[src/rtl/nibble_serial_adder_ctrl.sv]
// nibble_serial_adder_ctrl: WIDTH-bit add/subtract performed one nibble per
// clock on a single 4-bit carry-look-ahead slice, LS nibble first, with the
// inter-nibble carry held in a register. start/busy/done handshake.

// 4-bit carry-look-ahead slice with group propagate/generate outputs.
module cla4_slice (
  input  logic [3:0] A,
  input  logic [3:0] B,
  input  logic       Ci,
  output logic [3:0] S,
  output logic       Co,
  output logic       PG,
  output logic       GG
);
  logic [3:0] p, g, c;

  // Flat lookahead equations: every carry is a two-level function of p/g/Ci.
  always_comb begin
    p    = A ^ B;
    g    = A & B;
    c[0] = Ci;
    c[1] = g[0] | (p[0] & Ci);
    c[2] = g[1] | (p[1] & g[0]) | (p[1] & p[0] & Ci);
    c[3] = g[2] | (p[2] & g[1]) | (p[2] & p[1] & g[0]) | (p[2] & p[1] & p[0] & Ci);
    GG   = g[3] | (p[3] & g[2]) | (p[3] & p[2] & g[1]) | (p[3] & p[2] & p[1] & g[0]);
    PG   = &p;
    Co   = GG | (PG & Ci);
    S    = p ^ c;
  end
endmodule

module nibble_serial_adder_ctrl #(
  parameter int WIDTH = 16
) (
  input  logic             clk,
  input  logic             rst,
  input  logic             start,
  input  logic             sub,
  input  logic [WIDTH-1:0] A,
  input  logic [WIDTH-1:0] B,
  input  logic             Ci,
  output logic             busy,
  output logic             done,
  output logic [WIDTH-1:0] S,
  output logic             Co,
  output logic             OVF
);
  localparam int NIB = WIDTH / 4;
  localparam int KW  = (NIB > 1) ? $clog2(NIB) : 1;
  localparam logic [KW-1:0] K_LAST = KW'(NIB - 1);

  typedef enum logic [1:0] {
    ST_IDLE = 2'd0,
    ST_RUN  = 2'd1,
    ST_DONE = 2'd2
  } state_t;

  state_t           state, state_nx;
  logic [WIDTH-1:0] op_a, op_b, work, work_nx;
  logic             carry;
  logic [KW-1:0]    k;
  logic             a_msb, b_msb;
  logic             accept, last;

  logic [3:0]       slice_s;
  logic             slice_co, slice_pg, slice_gg;

  // Operands are accepted only when no operation is in flight; DONE counts as
  // free so a held start chains without an idle bubble.
  assign accept = start && (state == ST_IDLE || state == ST_DONE);
  assign last   = (k == K_LAST);

  cla4_slice u_slice (
    .A  (op_a[3:0]),
    .B  (op_b[3:0]),
    .Ci (carry),
    .S  (slice_s),
    .Co (slice_co),
    .PG (slice_pg),
    .GG (slice_gg)
  );

  // New slice sum enters at the top; after NIB steps the LS nibble has
  // shifted all the way down to bits [3:0].
  assign work_nx = (work >> 4) | {slice_s, {(WIDTH-4){1'b0}}};

  // State register.
  always_ff @(posedge clk) begin
    if (!rst) state <= ST_IDLE;
    else      state <= state_nx;
  end

  // Next-state logic.
  always_comb begin
    state_nx = state;
    case (state)
      ST_IDLE: if (accept) state_nx = ST_RUN;
      ST_RUN:  if (last)   state_nx = ST_DONE;
      ST_DONE: state_nx = accept ? ST_RUN : ST_IDLE;
      default: state_nx = ST_IDLE;
    endcase
  end

  // Handshake outputs decoded straight from state.
  always_comb begin
    busy = (state == ST_RUN);
    done = (state == ST_DONE);
  end

  // Datapath: capture on accept, shift one nibble per RUN cycle, publish the
  // result only on the final nibble so S/Co/OVF hold between operations.
  always_ff @(posedge clk) begin
    if (!rst) begin
      op_a  <= '0;
      op_b  <= '0;
      work  <= '0;
      carry <= 1'b0;
      k     <= '0;
      a_msb <= 1'b0;
      b_msb <= 1'b0;
      S     <= '0;
      Co    <= 1'b0;
      OVF   <= 1'b0;
    end else if (accept) begin
      op_a  <= A;
      op_b  <= sub ? ~B : B;
      carry <= sub ? 1'b1 : Ci;
      k     <= '0;
      a_msb <= A[WIDTH-1];
      b_msb <= sub ? ~B[WIDTH-1] : B[WIDTH-1];
    end else if (state == ST_RUN) begin
      op_a  <= op_a >> 4;
      op_b  <= op_b >> 4;
      carry <= slice_co;
      k     <= k + 1'b1;
      work  <= work_nx;
      if (last) begin
        S   <= work_nx;
        Co  <= slice_co;
        OVF <= (a_msb == b_msb) && (work_nx[WIDTH-1] != a_msb);
      end
    end
  end

  // Group signals are not needed for a single slice; they are kept as a
  // consistency cross-check of the slice's lookahead carry-out.
  always_ff @(posedge clk) begin
    if (rst && state == ST_RUN)
      assert (slice_co == (slice_gg | (slice_pg & carry)));
  end
endmodule

[config.mk]
export PLATFORM = sky130hd
export DESIGN_NAME = nibble_serial_adder_ctrl
export DESIGN_NICKNAME = d
export VERILOG_FILES = /design/src/rtl/nibble_serial_adder_ctrl.sv
export SDC_FILE = /design/constraint.sdc
export NUM_CORES = 1
export LEC_CHECK = 0
export CORE_ASPECT_RATIO = 1.1
export CORE_MARGIN = 1.5
export CORE_UTILIZATION = 40
export DETAILED_ROUTE_END_ITERATION = 6
export PLACE_DENSITY_LB_ADDON = 0.12
export SLEW_MARGIN = 15
export SYNTH_ARGS = -nofsm -noshare
export SYNTH_HDL_FRONTEND = slang
export SYNTH_HIERARCHICAL = 1
export SYNTH_SLANG_ARGS = --single-unit
export TNS_END_PERCENT = 10
[constraint.sdc]
create_clock -name clk -period 1.7 [get_ports clk]
set_clock_uncertainty 0.15 [all_clocks]
set_input_delay 0.34 -clock clk [delete_from_list [all_inputs] [get_ports clk]]
set_output_delay 0.34 -clock clk [all_outputs]
set_load 0.01 [all_outputs]
==> metrics.cfg <==
[outcome]
status = finished clean

[grt]
antenna_found_initial = 0
met3_usage_pct = 3.387
grt_pass1_vias = 2338
grt.overflow.total = 0
grt_max_degree = 48
grt_use_met1_pct = 22.56
track_usage_pct = 17.72
top_usage_layer = met2
grt_pass1_wl_um = 10920
grtUsageMet2_pct = 28.93

[worst_setup_path]
worstPathCellList = nand2b_4 -> inv_2 -> dlygate4sd2_1
cp_slowest_stage_delay_ns = 0.33
critPathArrivalTime_ns = 1.14
slowest_stage = dfxtp_2
crit_path_max_fanout = 4
crit_path_end_kind = primary output
cp.required_ns = 1.21
start_kind = flip-flop
worstSetupPathType = reg -> out

[timing]
fmax_ghz = 0.6151
period_share_pct = 95.63
finalMaxSlewViolations = 0
hold_viol_final = 0
period_minus_slack_ns = 1.626
fin_hold_ws_ns = 0.3008
relSlewSlack_pct = 66.64
tightest_slew_ns = 0.5004
setup_viol = 0

[floorplan]
die_w_um = 84.40
dieHeight_um = 92.54
num_io_pins = 57
die_area_mm2 = 0.007810
fp.coreArea_mm2 = 0.007047
rows = 32
start_util_pct = 41.37

[clock_network]
cts_buffer_depth = 2
ctsHtreeMaxLevel = 3
hold_buffers = 0
clk_pin_slew_worst_paths_ns = 0.08
cts_buffers = 9
cts_tree = done
cts.sinks = 69
clockRootBuffer = clkbuf_8
clock_latency_ns = 0.35
postCtsSetupBuffers = 0

[drt]
wl_per_cell_um = 12.99
viasPerCell = 5.053
drc = 0
drt_iter0_markers = 84
drt_wl_total_um = 6561
drt-pass1-iter-count = 4
final_antenna_net_count = 0
dr_total_vias = 2552

[pwr]
vdd_drop_max_mv = 0.5293
powerDensity_mw_per_mm2 = 990.5
finalPower_uw = 3858
leakage_uw = 0.001539

[finish]
drive_gt1_share_pct = 12.62
final_nets = 458
syn2layout_area_growth_pct = 33.61
diodes = 0

[place]
io_buffers = 56
gp_congestion = 0.7264
dp_hpwl_um = 4411

[logic_synthesis]
synth_area_mm2 = 0.002915
synth_area_per_cell_um2 = 8.212
synth_nets = 398
syn_inst = 355
yosysWarnings = 6

[min_path]
min_path_type = reg -> reg

[job]
maxCapViolCount = 0

-- cells in the final DEF (no fill, tap or decap), drive strengths merged, types with 3 or more instances in the layout --
master / instances
clkbuf: 11
nor2: 4
inv: 7
nand2: 89
a21oi: 47
dfxtp: 69
a31oi: 10
xnor2: 3
xor2: 17
buf: 22
o22ai: 11
a22oi: 5
nand3: 14
dlygate4sd2: 19
o21ai: 11
clkinvlp: 3
nor3: 22
ha: 5
clkdlybuf4s50: 36
-- stage by stage --
stage	util (%)	instance area, um2	setup WS, ns	TNS (ns)	cells
floorplan	-	2915	0.07914	0	355
global placement	51.19	3607	-0.002682	-0.002682	489
detailed placement	51.19	3607	-0.04475	-0.1396	489
CTS	54.39	3832	-0.02737	-0.02737	505
global route	55.27	3895	-0.01405	-0.01405	505
finish	55.27	3895	0.07422	0	505
-- registers in the layout, indices dropped and copies added (netlist names) --
| register | count |
|---|---|
| carry | 1 |
| k | 2 |
| OVF | 1 |
| Co | 1 |
| a_msb | 1 |
| S | 16 |
| work | 12 |
| op_b | 16 |
| op_a | 16 |
| state | 2 |
| b_msb | 1 |
-- critical path, delay by kind of cell, from the launching register on --
family	cells	cell delay [ns]
buf+inv	2	0.32
flops	1	0.33
simple gates	1	0.14
-- path summary, 6_finish.rpt --
path	startpoint	to	slack, ns	depth (start not counted)
max	state[1]	busy	0.07	3
min	S[7]	S[7]	0.30	2
max reg2reg	op_a[2]	OVF	0.09	6
min reg2reg	S[7]	S[7]	0.30	2
-- cell type report --
class | instances | area (um2)
sequential | 69 | 1389
inverter | 7 | 26.28
timing repair buffer | 78 | 742.0
tap | 85 | 106.4
clock buffer | 11 | 151.4
multi-input combinational | 250 | 1398
fill | 700 | 3152
clock inverter | 5 | 82.58
-- layer usage --
layer  up-vias  share of wire [%]
met5         -                  0
met2        49                 48
li1       1326                  -
met1      1166                 47
met4         0                1.8
met3        11                3.9
-- timing repair --
action,in CTS,in global routing
pin swaps,0,3
resized for setup,21,12
endpoints found under the setup margin,20,8
-- power by group --
group          leakage [uW]  switching (uW)  internal [uW]
sequential         0.000566            61.5           1710
clock              0.000108             623            905
combinational      0.000866             283            279
total               0.00154             968           2890
(Power assumes the default switching activity.)
